--- src/rtl/usb3_lfps_rx_classifier.sv ---
// LFPS receive engine: synchronises and deglitches the PIPE idle/valid pair, measures
// burst width and start-to-start period, and classifies each burst against the link power state.
//
// state    | meaning
// IDLE     | waiting for a filtered rise
// BURST    | filtered LFPS high, len counting
// CLASSIFY | one cycle after the filtered fall, emits the single result pulse
module usb3_lfps_rx_classifier #(
  parameter int CW          = 25,
  parameter int FILTER_LEN  = 2,
  parameter int POLL_MIN    = 38,
  parameter int POLL_MAX    = 88,
  parameter int REP_MIN     = 375,
  parameter int REP_MAX     = 875,
  parameter int POLL_REPEAT = 2,
  parameter int PING_MIN    = 3,
  parameter int PING_MAX    = 13,
  parameter int U1_MAX      = 125000,
  parameter int U2_MIN      = 5000,
  parameter int U2_MAX      = 125000,
  parameter int U3_MAX      = 625000,
  parameter int RESET_DELAY = 1125000,
  parameter int RESET_MIN   = 5000000,
  parameter int RESET_MAX   = 7500000
) (
  input  logic          slow_clk,
  input  logic          reset_n,
  input  logic          i_enable,
  input  logic          i_port_rx_elecidle,
  input  logic          i_port_rx_valid,
  input  logic [1:0]    i_link_ps,
  output logic          o_lfps_active,
  output logic          o_recv_poll_u1,
  output logic          o_recv_ping,
  output logic          o_recv_u2lb,
  output logic          o_recv_u3,
  output logic          o_recv_reset,
  output logic          o_reset_detect,
  output logic          o_recv_invalid,
  output logic [CW-1:0] o_burst_len,
  output logic [3:0]    o_poll_run
);

  typedef enum logic [1:0] {S_IDLE, S_BURST, S_CLASSIFY} state_t;

  localparam logic [CW-1:0] L_POLL_MIN    = CW'(POLL_MIN);
  localparam logic [CW-1:0] L_POLL_MAX    = CW'(POLL_MAX);
  localparam logic [CW-1:0] L_REP_MIN     = CW'(REP_MIN);
  localparam logic [CW-1:0] L_REP_MAX     = CW'(REP_MAX);
  localparam logic [CW-1:0] L_PING_MIN    = CW'(PING_MIN);
  localparam logic [CW-1:0] L_PING_MAX    = CW'(PING_MAX);
  localparam logic [CW-1:0] L_U1_MAX      = CW'(U1_MAX);
  localparam logic [CW-1:0] L_U2_MIN      = CW'(U2_MIN);
  localparam logic [CW-1:0] L_U2_MAX      = CW'(U2_MAX);
  localparam logic [CW-1:0] L_U3_MAX      = CW'(U3_MAX);
  localparam logic [CW-1:0] L_RESET_DELAY = CW'(RESET_DELAY);
  localparam logic [CW-1:0] L_RESET_MIN   = CW'(RESET_MIN);
  localparam logic [CW-1:0] L_RESET_MAX   = CW'(RESET_MAX);
  localparam logic [3:0]    L_FILT_LAST   = 4'(FILTER_LEN - 1);
  localparam logic [3:0]    L_POLL_REP    = 4'(POLL_REPEAT);

  function automatic logic [CW-1:0] sat_inc(input logic [CW-1:0] v);
    return (&v) ? v : v + CW'(1);
  endfunction

  function automatic logic in_win(input logic [CW-1:0] v, input logic [CW-1:0] lo,
                                  input logic [CW-1:0] hi);
    return (v >= lo) && (v < hi);
  endfunction

  logic          r_eidle_s1, r_eidle_s2, r_valid_s1, r_valid_s2;
  logic          r_filt;
  logic [3:0]    r_fcnt;
  logic [CW-1:0] r_len, r_per, r_last_period;
  logic          r_rise_pend, r_rep_ok, r_last_poll;
  logic [3:0]    r_poll_run;
  logic [CW-1:0] r_burst_len;
  state_t        r_state, w_state_nxt;

  logic          w_raw, w_flip, w_rise, w_start;
  logic [CW-1:0] w_period;
  logic          w_ping, w_poll, w_u1, w_u2, w_u3, w_rst, w_poll_ok;
  logic [3:0]    w_poll_next;

  // Elecidle synchroniser resets to "idle" so reset release cannot fake an LFPS edge.
  always_ff @(posedge slow_clk) begin
    if (!reset_n) begin
      r_eidle_s1 <= 1'b1;
      r_eidle_s2 <= 1'b1;
      r_valid_s1 <= 1'b0;
      r_valid_s2 <= 1'b0;
    end else begin
      r_eidle_s1 <= i_port_rx_elecidle;
      r_eidle_s2 <= r_eidle_s1;
      r_valid_s1 <= i_port_rx_valid;
      r_valid_s2 <= r_valid_s1;
    end
  end

  assign w_raw  = ~r_eidle_s2 & ~r_valid_s2;
  assign w_flip = (w_raw != r_filt) && (r_fcnt == L_FILT_LAST);
  assign w_rise = w_flip & w_raw;

  always_ff @(posedge slow_clk) begin
    if (!reset_n) begin
      r_filt <= 1'b0;
      r_fcnt <= 4'd0;
    end else if (w_raw == r_filt) begin
      r_fcnt <= 4'd0;
    end else if (w_flip) begin
      r_filt <= w_raw;
      r_fcnt <= 4'd0;
    end else begin
      r_fcnt <= r_fcnt + 4'd1;
    end
  end

  // Period is latched on every rise so a rise landing in CLASSIFY still has its period.
  always_ff @(posedge slow_clk) begin
    if (!reset_n || !i_enable) begin
      r_len         <= '0;
      r_per         <= '0;
      r_last_period <= '0;
    end else if (w_rise) begin
      r_len         <= '0;
      r_per         <= '0;
      r_last_period <= sat_inc(r_per);
    end else begin
      if (r_filt) r_len <= sat_inc(r_len);
      r_per <= sat_inc(r_per);
    end
  end

  assign w_period = w_rise ? sat_inc(r_per) : r_last_period;
  assign w_start  = w_rise || (r_filt && r_rise_pend);

  always_ff @(posedge slow_clk) begin
    if (!reset_n || !i_enable) r_state <= S_IDLE;
    else                       r_state <= w_state_nxt;
  end

  always_comb begin
    w_state_nxt = r_state;
    case (r_state)
      S_IDLE:     if (w_start) w_state_nxt = S_BURST;
      S_BURST:    if (!r_filt) w_state_nxt = S_CLASSIFY;
      S_CLASSIFY: w_state_nxt = S_IDLE;
      default:    w_state_nxt = S_IDLE;
    endcase
  end

  assign w_ping      = in_win(r_len, L_PING_MIN, L_PING_MAX);
  assign w_poll      = (i_link_ps == 2'd0) && in_win(r_len, L_POLL_MIN, L_POLL_MAX);
  assign w_u1        = (i_link_ps == 2'd1) && in_win(r_len, L_POLL_MIN, L_U1_MAX);
  assign w_u2        = (i_link_ps == 2'd2) && in_win(r_len, L_U2_MIN, L_U2_MAX);
  assign w_u3        = (i_link_ps == 2'd3) && in_win(r_len, L_U2_MIN, L_U3_MAX);
  assign w_rst       = in_win(r_len, L_RESET_MIN, L_RESET_MAX);
  assign w_poll_next = r_rep_ok ? ((r_poll_run == 4'hF) ? 4'hF : r_poll_run + 4'd1) : 4'd1;
  assign w_poll_ok   = (w_poll_next >= L_POLL_REP);

  always_comb begin
    o_recv_ping    = 1'b0;
    o_recv_poll_u1 = 1'b0;
    o_recv_u2lb    = 1'b0;
    o_recv_u3      = 1'b0;
    o_recv_reset   = 1'b0;
    o_recv_invalid = 1'b0;
    o_reset_detect = (r_state == S_BURST) && r_filt && (r_len >= L_RESET_DELAY);
    if (r_state == S_CLASSIFY) begin
      if (w_ping)      o_recv_ping    = 1'b1;
      else if (w_poll) o_recv_poll_u1 = w_poll_ok;
      else if (w_u1)   o_recv_poll_u1 = 1'b1;
      else if (w_u2)   o_recv_u2lb    = 1'b1;
      else if (w_u3)   o_recv_u3      = 1'b1;
      else if (w_rst)  o_recv_reset   = 1'b1;
      else             o_recv_invalid = 1'b1;
    end
  end

  always_ff @(posedge slow_clk) begin
    if (!reset_n) begin
      r_burst_len <= '0;
    end else if (i_enable && r_state == S_CLASSIFY) begin
      r_burst_len <= r_len;
    end
  end

  always_ff @(posedge slow_clk) begin
    if (!reset_n || !i_enable) begin
      r_rise_pend <= 1'b0;
      r_rep_ok    <= 1'b0;
      r_last_poll <= 1'b0;
      r_poll_run  <= 4'd0;
    end else begin
      if (r_state == S_CLASSIFY && w_rise) r_rise_pend <= 1'b1;
      else if (r_state == S_IDLE)          r_rise_pend <= 1'b0;
      if (r_state == S_IDLE && w_start)
        r_rep_ok <= r_last_poll && in_win(w_period, L_REP_MIN, L_REP_MAX);
      if (r_state == S_CLASSIFY) begin
        if (!w_ping && w_poll) begin
          r_poll_run  <= w_poll_next;
          r_last_poll <= 1'b1;
        end else begin
          r_poll_run  <= 4'd0;
          r_last_poll <= 1'b0;
        end
      end
    end
  end

  assign o_lfps_active = r_filt;
  assign o_burst_len   = r_burst_len;
  assign o_poll_run    = r_poll_run;

endmodule

--- config.mk ---
export PLATFORM = sky130hd
export DESIGN_NAME = usb3_lfps_rx_classifier
export DESIGN_NICKNAME = d
export VERILOG_FILES = /design/src/rtl/usb3_lfps_rx_classifier.sv
export SDC_FILE = /design/constraint.sdc
export NUM_CORES = 1
export LEC_CHECK = 0
export ABC_AREA = 0
export BUFFER_PORTS_ARGS = -buffer_cell sky130_fd_sc_hd__buf_2
export CAP_MARGIN = 30
export CORE_ASPECT_RATIO = 1.2
export CORE_MARGIN = 2
export CORE_UTILIZATION = 32
export DETAILED_ROUTE_END_ITERATION = 10
export PLACE_DENSITY_LB_ADDON = 0.15
export RECOVER_POWER = 50
export SYNTH_ARGS = -nofsm -noshare
export SYNTH_HDL_FRONTEND = slang
export SYNTH_SLANG_ARGS = --single-unit
--- constraint.sdc ---
create_clock -name slow_clk -period 2.8 [get_ports slow_clk]
set_input_delay 0.56 -clock slow_clk [delete_from_list [all_inputs] [get_ports slow_clk]]
set_output_delay 0.56 -clock slow_clk [all_outputs]
set_load 0.03 [all_outputs]
==> results.md, run 1 <==
- 32.83% — Initial Util
- 0 — Antenna Cells
- 5769 sq um — combined area of all synthesized cells
- 19.54% — layout cells sized above 1
- 7.892 sq um — average instance area after synthesis
- 0 — number of enable-type register cells in the synthesized netlist
- primary output — sort of element at the end of the critical path
- 2.563 nW — Leak Pwr
- 0 — number of hold-slack violations in the final timing report
- 17,570 sq um — area of the core
- 0.06 ns — Clock transition at path regs
- yes — RSZ-0062 raised after global routing
- 1,054 — Cell Count, Final, Fillers Out
- 2 — Cells on Worst Hold Path
- 529.3 nW/um^2 — power density over cell area
- 443.3 uV — largest vdd supply drop
- sky130_fd_sc_hd__dfxtp_1 — Most used DFF post-synth
- -0.3066 ns — fin worst setup slack
- 1,019 — number of instances in the placed design
- 0.008709 ns — Post-Route Skew
- 151.1 um — height of the die
- sky130_fd_sc_hd__dfxtp_1 (41%), sky130_fd_sc_hd__nand2_1 (7.2%), sky130_fd_sc_hd__nor2_1 (6.6%), sky130_fd_sc_hd__a21boi_0 (3.5%), sky130_fd_sc_hd__nand3_1 (3.4%) — Synth area leaders
- 7395 sq um — fin area
- 40.95% — Yosys top cell area share
- 0.42 ns — clock insertion delay at the later pin of the skew report
- 118 — register bit total from synthesis
- 12.11 mm — HPWL reported at the end of detailed placement
- -1.180 ns — Total Neg Setup Slack
- 1.189 ns — slew at the pin closest to its max-slew limit
- 5,532 — Via Count
- 19,120 sq um — die area
- 0.05 ns — slack of the worst reg-to-reg path
- 0 — post-route DRC violation count
- 20.75% — Relative slew margins
- sky130_fd_sc_hd__dfxtp_1 — most common cell in the synthesized netlist
- 110.9% — post-route clock period utilization
- 43 — number of buffers added on ports
- 2.55 ns — data arrival at the endpoint of the critical path
- 27.52 mm — wire length of the first global-routing pass
- 16.78 mm — Routed Wire Length
- 0 — Final ANT Viol Nets
- 18.08% — global routing usage summed across all routing layers
- 10 — reg2reg path depth
- reg2out — worst setup path category
- 731 — cells after synthesis
- 744 — syn nets
- 5.249 — Avg Vias per Cell
- 17 — cts bufs inserted
- sky130_fd_sc_hd__clkbuf_16 — buffer type at the clock tree root
- 42.08% — Util after Layout
- 0% — async set-or-reset flop fraction in the synthesized netlist
- 35 — largest net degree at the start of global routing
- 3 — crit path max fanout
- 3.107 ns — shortest period the worst path allows
- 6621 sq um — total cell area at the placement stage
- setup timing — violated checks
- 15.92 um — post-detailed-route wirelength per cell
- 66 — Cell variety after synth
- sky130_fd_sc_hd__dfxtp_1 — largest area contributor in the netlist
- 53 — # rows
- 259 — initial drt markers
- -0.07816 ns — DP Worst Slack
- 0 — number of antenna violations at the first check in global routing
- 118 — number of clock sinks
- 126.6 um — x dimension of the die
- 5,562 — number of global-route vias before repair
- sky130_fd_sc_hd__dfxtp_1 (118), sky130_fd_sc_hd__nand2_1 (111), sky130_fd_sc_hd__nor2_1 (102), sky130_fd_sc_hd__nand3_1 (39), sky130_fd_sc_hd__clkbuf_1 (33) — cell types with the highest counts after synthesis
- 4 — total number of H-tree levels
- finished with violations — result of the run
- register — Setup crit start kind
- 0.8761 — global placer's final weighted congestion
- 6 — final setup fails
- 0 — final slew viol count
- 2.24 ns — Req. time, crit path
- done — clock tree from TritonCTS
- 0 — GRT Residual Overflow
- 40.95% — share of synthesized area occupied by flip-flops and latches
- 44 — I/O pin total
- 2 — largest buffer count on any clock path
- 0 — synthesis warning total
- 0 — number of maximum-capacitance violations
- 28.17% — area overhead of the layout relative to synthesis
- in2reg — class of the tightest hold or removal check
- 4 — DRT Pass-1 Iters
- 834 — # nets final
- 1,802 — Filler cells
- 321.9 MHz — peak clock frequency supported by timing
stage by stage:
| step | power (mW) | hold slack, ns |
|---|---|---|
| global route | 4.042 | 0.3109 |
| global placement | 1.796 | 0.3994 |
| finish | 3.914 | 0.3169 |
| detailed placement | 1.797 | 0.4008 |
| floorplan | 1.764 | 0.3863 |
| CTS | 3.964 | 0.3004 |
area by class of cell:
| type | instances | area, sq um | share of cell area, % |
|---|---|---|---|
| Clock buffer | 18 | 429.2 | 5.804 |
| Timing Repair Buffer | 118 | 794.5 | 10.74 |
| Clock inverter | 14 | 151.4 | 2.047 |
| Inverter | 16 | 60.06 | 0.8122 |
| Tap cell | 220 | 275.3 | 3.723 |
| Multi-Input combinational cell | 550 | 3317 | 44.86 |
| Sequential cell | 118 | 2367 | 32.01 |
power by group:
group	total [mW]	leakage (nW)	internal, mW	switching (mW)
sequential	1.69	0.953	1.68	0.00296
combinational	0.0720	1.34	0.0240	0.0480
clock	2.15	0.269	1.31	0.840
total	3.91	2.56	3.02	0.890
cell families after synthesis:
family | Yosys count | synth area share (%)
muxes | 1 | 0.1735
xor gates and xnor gates | 37 | 5.617
AOI/OAI and AO/OA | 146 | 17.42
and+or+nand+nor | 360 | 30.06
adders and majority gates | 6 | 1.301
buffers and inverters | 63 | 4.489
DFF | 118 | 40.95
critical path, stage by stage (launching register included):
cell	delay, ns
sky130_fd_sc_hd__dfxtp_2	0.32
sky130_fd_sc_hd__or4_4	0.55
sky130_fd_sc_hd__nor3_4	0.21
sky130_fd_sc_hd__nand3_2	0.13
sky130_fd_sc_hd__a311o_1	0.34
sky130_fd_sc_hd__nand2_2	0.09
sky130_fd_sc_hd__nor2_1	0.05
sky130_fd_sc_hd__and4_4	0.16
sky130_fd_sc_hd__and2_4	0.16
sky130_fd_sc_hd__buf_6	0.13
repair_timing:
action                                 CTS  global route
setup endpoints to repair                7             8
hold buffers                             0             0
gates resized for setup                 25            39
endpoints found under the hold margin    0             0
setup buffers                            3             3
pin swaps                                6            12
path summary, 6_finish.rpt:
check | startpoint | to
min | i_port_rx_elecidle | r_eidle_s1
min reg2reg | r_eidle_s1 | r_eidle_s2
max reg2reg | r_per[0] | r_rep_ok
max | r_len[24] | o_recv_reset
flip-flops by register name, summed over array words and instances (netlist names):
register / flops
o_burst_len: 25
r_per: 25
r_len: 25
r_eidle_s1: 1
r_rise_pend: 1
r_valid_s1: 1
r_rep_ok: 1
r_state: 2
o_poll_run: 4
r_last_period: 25
r_eidle_s2: 1
r_last_poll: 1
r_fcnt: 4
o_lfps_active: 1
r_valid_s2: 1
cells in the final DEF (no fill, tap or decap), types with 12 or more instances in the layout:
master                      synthesis  final
sky130_fd_sc_hd__nor3_1            19     16
sky130_fd_sc_hd__a21oi_1           30     29
sky130_fd_sc_hd__xor2_1            17     17
sky130_fd_sc_hd__a21boi_0          27     27
sky130_fd_sc_hd__nor2_1           102     97
sky130_fd_sc_hd__nand4_1           16     16
sky130_fd_sc_hd__nand3_1           39     38
sky130_fd_sc_hd__dfxtp_1          118    114
sky130_fd_sc_hd__o21ai_0           18     12
sky130_fd_sc_hd__xnor2_1           20     20
sky130_fd_sc_hd__buf_4              1     67
sky130_fd_sc_hd__inv_1             16     16
sky130_fd_sc_hd__nand2_1          111    109
sky130_fd_sc_hd__clkbuf_1          33     34
sky130_fd_sc_hd__clkbuf_16          0     17
sky130_fd_sc_hd__a211oi_1          16     14
layer usage:
layer	track usage [%]	part of all wire [%]
met5	0	0
met4	8.462	3.0
met3	4.203	3.3
met2	32.57	52
met1	20.12	42
(Power assumes the default switching activity.)
==> inputs of run 2 (changes only) <==
--- a/config.mk
+++ b/config.mk
@@ -6,10 +6,11 @@
 export NUM_CORES = 1
 export LEC_CHECK = 0
 export ABC_AREA = 0
+export ABC_CLOCK_PERIOD_IN_PS = 2800
 export BUFFER_PORTS_ARGS = -buffer_cell sky130_fd_sc_hd__buf_2
 export CAP_MARGIN = 30
 export CORE_ASPECT_RATIO = 1.2
-export CORE_MARGIN = 2
+export CORE_MARGIN = 1.5
 export CORE_UTILIZATION = 32
 export DETAILED_ROUTE_END_ITERATION = 10
 export PLACE_DENSITY_LB_ADDON = 0.15
==> results.md, run 2 (synthesis results as in run 1) <==
- finished with violations — result of the run
- setup timing — violated checks
- r_rep_ok — capture point of the worst reg-to-reg path
- 2 — largest buffer count on any clock path, unchanged
- 18,850 sq um — die area, -1.4%
- 27.01 mm — wire length of the first global-routing pass, -1.9%
- 0 — number of hold-slack violations in the final timing report, unchanged
- 1,786 — Filler cells, -0.89%
- 2.24 ns — Req. time, crit path, about the same
- 7377 sq um — fin area, -0.24%
- 4 — DRT Pass-1 Iters, unchanged
- 538.2 nW/um^2 — power density over cell area, +1.7%
- 0 — number of maximum-capacitance violations, unchanged
- 0 — GRT Residual Overflow, unchanged
- 43 — number of buffers added on ports, unchanged
- 44 — I/O pin total, unchanged
- sky130_fd_sc_hd__clkbuf_16 — buffer type at the clock tree root
- in2reg — class of the tightest hold or removal check
- 840 — # nets final, +0.72%
- 28 — largest net degree at the start of global routing, -20%
- yes — RSZ-0062 raised after global routing
- 16.46 mm — Routed Wire Length, -1.9%
- 414.9 uV — largest vdd supply drop, -6.4%
- 3.088 ns — shortest period the worst path allows, -0.01867 ns
- 150.1 um — height of the die, -0.66%
- 27.87% — area overhead of the layout relative to synthesis
- r_fcnt[0] — reg-to-reg startpoint
- 2.53 ns — data arrival at the endpoint of the critical path, -0.02 ns
- 5.198 — Avg Vias per Cell, -0.96%
- 0.42 ns — clock insertion delay at the later pin of the skew report, about the same
- 0.8541 — global placer's final weighted congestion, -2.5%
- 15.53 um — post-detailed-route wirelength per cell, -2.5%
- 110.3% — post-route clock period utilization, -0.67 points
- 41.98% — Util after Layout, -0.10 points
- 5,443 — number of global-route vias before repair, -2.1%
- 17 — cts bufs inserted, unchanged
- 125.6 um — x dimension of the die, -0.79%
- -0.13 ns — slack of the worst reg-to-reg path, -0.18 ns
- 6669 sq um — total cell area at the placement stage, +0.72%
- register — Setup crit start kind
- 53 — # rows, unchanged
- 40.85% — Relative slew margins, +20 points
- reg2out — worst setup path category
- 0.06 ns — Clock transition at path regs, about the same
- 32.83% — Initial Util, unchanged
- 0 — final slew viol count, unchanged
- -0.2879 ns — fin worst setup slack, +0.01867 ns
- 3 — crit path max fanout, unchanged
- 17,570 sq um — area of the core, unchanged
- 11 — reg2reg path depth, +1
- r_eidle_s1 — Worst Hold Path EP
- 18.69% — layout cells sized above 1, -0.85 points
- 118 — number of clock sinks, unchanged
- 0.007981 ns — Post-Route Skew, -0.0007281 ns
- 0.8873 ns — slew at the pin closest to its max-slew limit, -0.3015 ns
- 1,060 — Cell Count, Final, Fillers Out, +0.57%
- primary output — sort of element at the end of the critical path
- 18.08% — global routing usage summed across all routing layers, about the same
- 2 — Cells on Worst Hold Path, unchanged
- i_port_rx_elecidle — hold wc startpoint
- 7 — final setup fails, +1
- done — clock tree from TritonCTS
- 4 — total number of H-tree levels, unchanged
- 3.971 mW — final total power, +1.5%
- 12.23 mm — HPWL reported at the end of detailed placement, +1.0%
- 2.600 nW — Leak Pwr, +1.5%
- 230 — initial drt markers, -11%
- 0 — Final ANT Viol Nets, unchanged
- 1,027 — number of instances in the placed design, +0.79%
- sky130_fd_sc_hd__dfxtp_1 (116), sky130_fd_sc_hd__nand2_1 (109), sky130_fd_sc_hd__nor2_1 (98) — commonest cells after routing, fill and taps aside
- 0 — Antenna Cells, unchanged
- 0 — number of antenna violations at the first check in global routing, unchanged
- sky130_fd_sc_hd__dfxtp_1 — most common library cell in the layout ignoring fill and taps
- 0 — post-route DRC violation count, unchanged
- 323.8 MHz — peak clock frequency supported by timing, +0.60%
- 5,510 — Via Count, -0.40%
- 0 — number of hold-repair buffers added at the cts stage, unchanged
## run 2: timing repair
action / in CTS / in global routing
setup buffers: 1 / 0
pin swaps: 8 / 1
resized for setup: 27 / 18
endpoints found under the setup margin: 8 / 8
## run 2: how the worst max path moves through the flow
stage | endpoint | depth (start not counted) | startpoint
final | o_recv_invalid | 9 | r_len[24]
after global routing | o_recv_invalid | 11 | r_len[6]
after CTS | o_recv_invalid | 9 | r_len[24]
after floorplan | o_recv_reset | 8 | r_len[21]
after detailed placement | o_recv_reset | 9 | r_len[21]
after global placement | o_recv_reset | 9 | r_len[21]
## run 2: through the flow
| stage | setup TNS, ns | hold WS, ns | setup WS (ns) |
|---|---|---|---|
| after detailed placement | -0.08787 | 0.4039 | -0.05002 |
| after floorplan | 0 | 0.3863 | 0.05205 |
| after CTS | -1.193 | 0.3079 | -0.3040 |
| final | -1.127 | 0.3168 | -0.2879 |
| after global placement | -0.02330 | 0.3989 | -0.02330 |
| after global routing | -2.097 | 0.3205 | -0.4142 |
## run 2: layout make-up
class / instances / area, sq um / share of cell area [%]
repair buffers: 124 / 794.5 / 10.77
clock inverters: 14 / 165.2 / 2.239
inverters: 16 / 60.06 / 0.8141
flip-flops and latches: 118 / 2365 / 32.06
multi-input cells: 550 / 3278 / 44.44
clock buffers: 18 / 439.2 / 5.953
well taps: 220 / 275.3 / 3.731
## run 2: metal layers
layer | part of all wire, % | routed length, um | vias up | track usage (%)
li1 | - | - | 2763 | -
met1 | 41 | 6774 | 2614 | 19.55
met2 | 53 | 8730 | 102 | 33.86
met3 | 3.1 | 512 | 31 | 4.193
met4 | 2.7 | 442 | 0 | 7.330
met5 | 0 | 0 | - | 0
## run 2: critical path, stage by stage (launching register included)
cell and delay, ns:
sky130_fd_sc_hd__dfxtp_2 0.31, sky130_fd_sc_hd__or4_4 0.55, sky130_fd_sc_hd__nor3_4 0.15, sky130_fd_sc_hd__nand3_2 0.13, sky130_fd_sc_hd__a311o_1 0.34, sky130_fd_sc_hd__nand2_2 0.09, sky130_fd_sc_hd__nor2_1 0.05, sky130_fd_sc_hd__and4_1 0.19
sky130_fd_sc_hd__nor2b_1 0.14, sky130_fd_sc_hd__buf_4 0.16
## run 2: power by group
part           switching (mW)  total, mW  internal, mW
combinational          0.0432     0.0650        0.0218
sequential            0.00320       1.69          1.68
clock                   0.862       2.22          1.36
